`src/rtl/grf_wport_arbiter.sv`:
```
//==============================================================================
// Module : grf_wport_arbiter
// Shares the GRF write port between WB (priority) and a 2-entry AUX FIFO.
// Rev    : 1.0  initial release
//==============================================================================
`default_nettype none

module grf_wport_arbiter #(
    parameter int STARVE_LIMIT = 4,
    parameter int CNT_W        = 3
) (
    input  logic        clk,
    input  logic        rst_n,
    input  logic        i_wb_valid,
    input  logic [4:0]  i_wb_addr,
    input  logic [31:0] i_wb_data,
    input  logic [31:0] i_wb_pc,
    output logic        o_wb_stall,
    input  logic        i_aux_valid,
    output logic        o_aux_ready,
    input  logic [4:0]  i_aux_addr,
    input  logic [31:0] i_aux_data,
    input  logic [31:0] i_aux_pc,
    output logic [4:0]  o_grf_waddr,
    output logic [31:0] o_grf_wdata,
    output logic [31:0] o_grf_wpc,
    input  logic [4:0]  i_q0_addr,
    input  logic [4:0]  i_q1_addr,
    output logic        o_q0_pending,
    output logic        o_q1_pending,
    output logic [1:0]  o_pending_cnt
);

    localparam logic [CNT_W-1:0] c_LIMIT = CNT_W'(STARVE_LIMIT);

    // Entry 0 is always the head; entry 1 is valid only when entry 0 is.
    logic             r_init;
    logic [1:0]       r_vld;
    logic [4:0]       r_addr [2];
    logic [31:0]      r_data [2];
    logic [31:0]      r_pc   [2];
    logic [CNT_W-1:0] r_cnt;

    logic             w_force;
    logic             w_wb_act;
    logic             w_drain;
    logic             w_accept;
    logic             w_push;
    logic [1:0]       w_keep;
    logic [1:0]       w_n_vld;
    logic [4:0]       w_n_addr [2];
    logic [31:0]      w_n_data [2];
    logic [31:0]      w_n_pc   [2];
    logic [CNT_W-1:0] w_n_cnt;

    assign w_force  = r_init && r_vld[0] && (r_cnt >= c_LIMIT);
    assign w_wb_act = r_init && i_wb_valid && (i_wb_addr != 5'd0);
    assign w_drain  = r_init && !w_force && !w_wb_act && r_vld[0];
    assign w_accept = i_aux_valid && o_aux_ready;
    assign w_push   = w_accept && (i_aux_addr != 5'd0)
                      && !(w_wb_act && !w_force && (i_aux_addr == i_wb_addr));

    assign o_aux_ready   = r_init && !(r_vld[0] && r_vld[1]);
    assign o_pending_cnt = {1'b0, r_vld[0]} + {1'b0, r_vld[1]};
    assign o_wb_stall    = w_force;

    assign o_q0_pending = (i_q0_addr != 5'd0) &&
                          ((r_vld[0] && (r_addr[0] == i_q0_addr)) ||
                           (r_vld[1] && (r_addr[1] == i_q0_addr)));
    assign o_q1_pending = (i_q1_addr != 5'd0) &&
                          ((r_vld[0] && (r_addr[0] == i_q1_addr)) ||
                           (r_vld[1] && (r_addr[1] == i_q1_addr)));

    always_comb begin
        o_grf_waddr = 5'd0;
        o_grf_wdata = 32'd0;
        o_grf_wpc   = 32'd0;
        if (w_force || w_drain) begin
            o_grf_waddr = r_addr[0];
            o_grf_wdata = r_data[0];
            o_grf_wpc   = r_pc[0];
        end else if (w_wb_act) begin
            o_grf_waddr = i_wb_addr;
            o_grf_wdata = i_wb_data;
            o_grf_wpc   = i_wb_pc;
        end
    end

    // A WB write to the same register supersedes any older queued result.
    always_comb begin
        w_keep = r_vld;
        if (w_force || w_drain) begin
            w_keep[0] = 1'b0;
        end else if (w_wb_act) begin
            w_keep[0] = r_vld[0] && (r_addr[0] != i_wb_addr);
            w_keep[1] = r_vld[1] && (r_addr[1] != i_wb_addr);
        end
    end

    // Compact survivors towards the head, then append the new entry.
    always_comb begin
        w_n_vld     = 2'b00;
        w_n_addr[0] = r_addr[0];
        w_n_data[0] = r_data[0];
        w_n_pc[0]   = r_pc[0];
        w_n_addr[1] = r_addr[1];
        w_n_data[1] = r_data[1];
        w_n_pc[1]   = r_pc[1];
        if (w_keep[0]) begin
            w_n_vld[0] = 1'b1;
            if (w_keep[1]) begin
                w_n_vld[1] = 1'b1;
            end else if (w_push) begin
                w_n_vld[1]  = 1'b1;
                w_n_addr[1] = i_aux_addr;
                w_n_data[1] = i_aux_data;
                w_n_pc[1]   = i_aux_pc;
            end
        end else if (w_keep[1]) begin
            w_n_vld[0]  = 1'b1;
            w_n_addr[0] = r_addr[1];
            w_n_data[0] = r_data[1];
            w_n_pc[0]   = r_pc[1];
            if (w_push) begin
                w_n_vld[1]  = 1'b1;
                w_n_addr[1] = i_aux_addr;
                w_n_data[1] = i_aux_data;
                w_n_pc[1]   = i_aux_pc;
            end
        end else if (w_push) begin
            w_n_vld[0]  = 1'b1;
            w_n_addr[0] = i_aux_addr;
            w_n_data[0] = i_aux_data;
            w_n_pc[0]   = i_aux_pc;
        end
    end

    always_comb begin
        w_n_cnt = '0;
        if (w_wb_act && !w_force && (w_keep != 2'b00)) begin
            w_n_cnt = (r_cnt < c_LIMIT) ? r_cnt + 1'b1 : r_cnt;
        end
    end

    always_ff @(posedge clk or negedge rst_n) begin
        if (!rst_n) begin
            r_init    <= 1'b0;
            r_vld     <= 2'b00;
            r_cnt     <= '0;
            r_addr[0] <= 5'd0;
            r_addr[1] <= 5'd0;
            r_data[0] <= 32'd0;
            r_data[1] <= 32'd0;
            r_pc[0]   <= 32'd0;
            r_pc[1]   <= 32'd0;
        end else if (!r_init) begin
            r_init <= 1'b1;
        end else begin
            r_vld     <= w_n_vld;
            r_cnt     <= w_n_cnt;
            r_addr[0] <= w_n_addr[0];
            r_addr[1] <= w_n_addr[1];
            r_data[0] <= w_n_data[0];
            r_data[1] <= w_n_data[1];
            r_pc[0]   <= w_n_pc[0];
            r_pc[1]   <= w_n_pc[1];
        end
    end

endmodule

`default_nettype wire

```
`config.mk`:
```
export PLATFORM = sky130hd
export DESIGN_NAME = grf_wport_arbiter
export DESIGN_NICKNAME = d
export VERILOG_FILES = /design/src/rtl/grf_wport_arbiter.sv
export SDC_FILE = /design/constraint.sdc
export NUM_CORES = 1
export LEC_CHECK = 0
export CORE_ASPECT_RATIO = 0.75
export CORE_MARGIN = 5
export CORE_UTILIZATION = 50
export CTS_BUF_LIST = sky130_fd_sc_hd__clkbuf_8
export CTS_CLUSTER_SIZE = 20
export DETAILED_ROUTE_END_ITERATION = 8
export PLACE_DENSITY = 0.85
export SLEW_MARGIN = 20
export SYNTH_ARGS = -nofsm -noshare
export SYNTH_HDL_FRONTEND = slang
export SYNTH_SLANG_ARGS = --single-unit
export TNS_END_PERCENT = 50
```
`constraint.sdc`:
```
create_clock -name clk -period 7.4 [get_ports clk]
set_clock_uncertainty 0.1 [all_clocks]
set_input_delay 1.48 -clock clk [delete_from_list [all_inputs] [get_ports clk]]
set_output_delay 1.48 -clock clk [all_outputs]
set_load 0.02 [all_outputs]
```
# [Word-level counts from Yosys, hierarchy flattened]
# Index checks and enable logic that the tools add are counted.
[totals] ff_bits=144 inputBits=152 out_inout_bits=75 wordCells=95
[classes] add_sub_neg=2 magnitude_cmp=2 n_eq_ne=9 mux=33 bitwise_logic=1 n_reduce_logical=39
[ops] operator="$mux 32" n=16
[ops] operator="$mux 5" n=8
[ops] operator="$eq 5x5->1" n=5
[ops] operator="$logic_and 1x1->1" n=23
[ops] operator="$reduce_bool 5->1" n=4
[ops] operator="$ne 5x5->1" n=2
[ops] operator="$mux 3" n=2
[ops] operator="$reduce_and 3->1" n=2
[ops] operator="$mux 1" n=5
[ops] operator="$logic_not 1->1" n=4
[ops] operator="$mux 2" n=2
[ops] operator="$reduce_bool 2->1" n=2
[ops] operator="$add 3x1->3 const B" n=1
[ops] operator="$ge 3x3->1 const B" n=1
[ops] operator="$logic_or 1x1->1" n=3
[ops] operator="$lt 3x3->1 const B" n=1
[ops] operator="$add 1x1->2" n=1
[ops] operator="$ne 2x1->1 const B" n=1
[ops] operator="$ne 2x2->1 const B" n=1
[ops] operator="$reduce_and 2->1" n=1
[ops] operator="$not 1->1" n=1

# [Longest topological paths before layout]
[logic_depth] depth_word=12 mapped_depth=11 mapped_depth_nobuf=7

# [Worst setup path before layout]
# Ideal clock, no wire load.
[synth_timing] path_type="in2out" from="input port i_wb_addr[1]" to="output port o_grf_waddr[0]" arrival_time_ps=3135 required_ps=5820 slack_ps=2685 path_stages=6 path_buffers=1 path_cell_list="or4_4 -> o211a_1 -> nor2_1 -> clkbuf_1 -> nand2_1 -> o21ai_0"
[synth_via] elab_chain_len=7 word_cells_on_any_way=8 cone_classes="mux (2); reduce/logical (6)"
[synth_rtl] element="from (decl)" line="15" rtl="input logic [4:0] i_wb_addr,"
[synth_rtl] element="$reduce_bool 5->1 (*)" line="57" rtl="assign w_wb_act = r_init && i_wb_valid && (i_wb_addr != 5'd0);"
[synth_rtl] element="$logic_and 1x1->1 (*)" line="57"
[synth_rtl] element="$logic_not 1->1" line="58" rtl="assign w_drain = r_init && !w_force && !w_wb_act && r_vld[0];"
[synth_rtl] element="$logic_and 1x1->1 (2 in a row)" line="58"
[synth_rtl] element="$logic_or 1x1->1" line="78" rtl="if (w_force || w_drain) begin"
[synth_rtl] element="$mux 5 (*)" line="78"
[synth_rtl] element="to (decl)" line="24" rtl="output logic [4:0] o_grf_waddr,"
# Every way passes the cells marked *; elsewhere a longest branch is shown, timed or not.

# [Worst setup path in the final report]
[layout_timing] from="input port i_wb_addr[2]" to="output port o_grf_waddr[0]"
# The elaborated chain is that of the path after synthesis.

==> run summary <==
top area cells in the synthesized netlist: dfrtp_1, mux2i_1, mux2_2, a22o_1, nand2_1
Die ar.: 17,100 µm²
syn_nets: 792
initial DRC count: 315
first-pass GRT wire length: 30,400 µm
GRT Total Usage: 22.1%
drt pass-1 iters: 5
vias in the first global route: 6,141
cell taking the most area after synthesis: dfrtp_1
outcome: complete, no violations
Compound-Gate Fraction of Synth Area: 15.6%
Hold WS: 385 ps
CTS root buffer: clkbuf_8
Critical Path Start Type: primary input
Post-synth ARST share: 100%
total setup buffers inserted after CTS: 0
R2R cell count: 8
sequential element share of the synthesized area: 49.5%
WL per Instance: 18.2 µm
Die Ht: 115 µm
Core ar.: 14,400 µm²
starting density of the core: 50.7%
largest net degree at the start of global routing: 139
Fmax: 164 MHz
Power Dens Cells: 314 nW/µm²
Post-synth EDFFs: 0
RSZ-0062 raised after global routing: false
Final GP Congestion: 0.862
Post-Synth Simple-Gate Area: 6.00%
Post-DP HPWL: 13,600 µm
Post-synth top flop: dfrtp_1
via count: 5,770
Worst path max stage delay: 640 ps
Rel. slew slack: 42.1%
clk_lat worst skew: 420 ps
Routed WL: 19,100 µm
worst slew pin tran: 868 ps
Worst R2R Start: r_init
Cell Area, Synth: 7280 µm²
worst setup path endpoint: o_grf_waddr[0]
adder-cell share of the synthesized area: 0.344%
fraction of layout cells with a size suffix above 1: 12.7%
Max Cap Violations: 0
Synth top area share: 49.5%
setup violators final: 0
CP endpoint kind: output pin
critical path class: in -> out
Mapped Cells: 638
routed vias/inst: 5.49
Yosys cell types: 42
initial antenna violation count: 0
CP Max Fanout: 55
WP data arrival: 4500 ps
gr ovfl total: 0
multiplexer area fraction after synthesis: 20.2%
yosys warns: 0
WP data required: 5820 ps
critical path launch point: i_wb_addr[2]
IO Count: 227
row count: 38
main combinational cell family by area after synthesis: multiplexers
most frequent cell after synthesis: dfrtp_1
crit-path cells: clkdlybuf4s50_1 -> or4_4 -> o211a_1 -> nor2_4 -> buf_12 -> nand2_1 -> o21ai_0 -> clkdlybuf4s50_1
DR DRC count: 0
Slew Viols, Final: 0
H-tree depth: 4
diode count: 0
CTS Buf Count: 17
maximum clock path buffer count: 2
HP Class: reg -> reg
crit-path most repeated cell: clkdlybuf4s50_1
area delta synth->final: 37.9%
min Tclk post-route: 6080 ps
Crit-path slowest cell: clkdlybuf4s50_1
setup TNS: 0 ps
final net count: 992
final critical-path share of the clock period: 82.2%
Pleak: 4.53 nW
Post-CTS Resized: 0
Commonest cells post-synth: dfrtp_1, nand2_1, a22o_1, mux2i_1, mux2_2
CTS clk-pin slew, worst paths: 90 ps
hold buffers post-CTS: 0
Yosys reg bits: 144
average size of a mapped cell: 11.4 µm²
CTS tree: built
die width: 149 µm
ANT nets after route: 0
final hold vios: 0
clock sinks: 144
reg2reg setup slack: 3750 ps
Layout fillers: 1,033
reg-to-reg endpoint: r_cnt[0]
I/O Buffers: 226
maximum VDD drop: 0.159 mV
Post-Synth XOR/XNOR Area: 4.43%
-- area by class of cell --
type	instances	area, µm²	area share, %
Sequential cell	144	3600	35.9
Multi-Input combinational cell	438	3420	34.0
Timing Repair Buffer	233	2350	23.4
Tap cell	200	250	2.49
Clock buffer	18	248	2.47
Clock inverter	14	158	1.57
Inverter	4	15.0	0.149
-- how the worst min path moves through the flow --
| stage | from | endpoint | slack (ps) | cells after the start |
|---|---|---|---|---|
| 6_report | r_data[55] | r_data[55] | 390 | 2 |
| 3_3_place_gp | r_pc[20] | r_pc[20] | 370 | 1 |
| 5_1_grt | r_pc[15] | r_pc[15] | 410 | 1 |
| 2_1_floorplan | r_data[45] | r_data[45] | 350 | 2 |
| 3_5_place_dp | r_data[55] | r_data[55] | 370 | 2 |
| 4_1_cts | r_data[55] | r_data[55] | 390 | 2 |
-- cell usage in the layout, fill, tap and decap left out, types with 2 or more instances in the layout --
cell             netlist  layout
clkinv_4               0       3
nor2_1                 5       4
buf_4                  5       4
dfrtp_1              144     144
or4_1                  3       3
bufinv_16              0       2
o21ai_1               20      20
clkdlybuf4s50_1        0     225
ha_1                   2       2
a21oi_1                6       6
nor4_1                 4       4
a22o_1                69      69
inv_1                  4       5
nor2_4                 1       2
xnor2_1               12      12
nand2_1               75      75
clkinvlp_4             0       3
inv_6                  0       2
mux2_2                59      59
inv_8                  0       2
nor3_1                 2       2
buf_6                  5       2
o21ai_0               52      52
o211ai_1               3       3
nand3_1                6       6
mux2_1                10      10
xor2_1                23      23
mux2i_1               69      69
clkbuf_8               0      18
-- logic make-up after synthesis --
logic type	Yosys count
buf+inv	56
other cells	1
simple gates	101
flops	144
mux	138
xor+xnor	36
compound gates	160
fa+ha+maj	2
-- flip-flops by register name, indices dropped and copies added, names as in the netlist --
register  count
r_pc         64
r_addr       10
r_init        1
r_cnt         3
r_vld         2
r_data       64
-- critical path, delay by kind of cell --
kind	cells	cell delay (ps)
compound gates	2	410
buf+inv	3	1530
simple gates	3	1060
-- power breakdown --
part | switching, W | internal [W]
sequential | 0.000274 | 0.00117
clock | 0.000315 | 0.000315
combinational | 0.000495 | 0.000589
-- stage by stage --
stage / instance area (µm²) / power (W) / worst slack, ps / util, % / cells
3_5_place_dp: 9610 / 0.00254 / 1330 / 66.9 / 1018
2_1_floorplan: 7280 / 0.00211 / 2680 / - / 638
6_report: 10000 / 0.00316 / 1320 / 69.9 / 1051
4_1_cts: 10000 / 0.00317 / 1330 / 69.7 / 1050
3_3_place_gp: 9610 / 0.00246 / 1410 / 66.9 / 1018
5_1_grt: 10000 / 0.00336 / 1230 / 69.9 / 1051
-- layer usage --
| layer | vias up | share of wire, % | global-route usage, % |
|---|---|---|---|
| met5 | - | 0 | 0 |
| met4 | 0 | 1.7 | 7.50 |
| met3 | 28 | 6.5 | 5.82 |
| met2 | 175 | 52 | 38.9 |
| met1 | 2862 | 40 | 26.5 |
| li1 | 2705 | - | - |
Note: power is estimated with default switching activity, not from simulation.
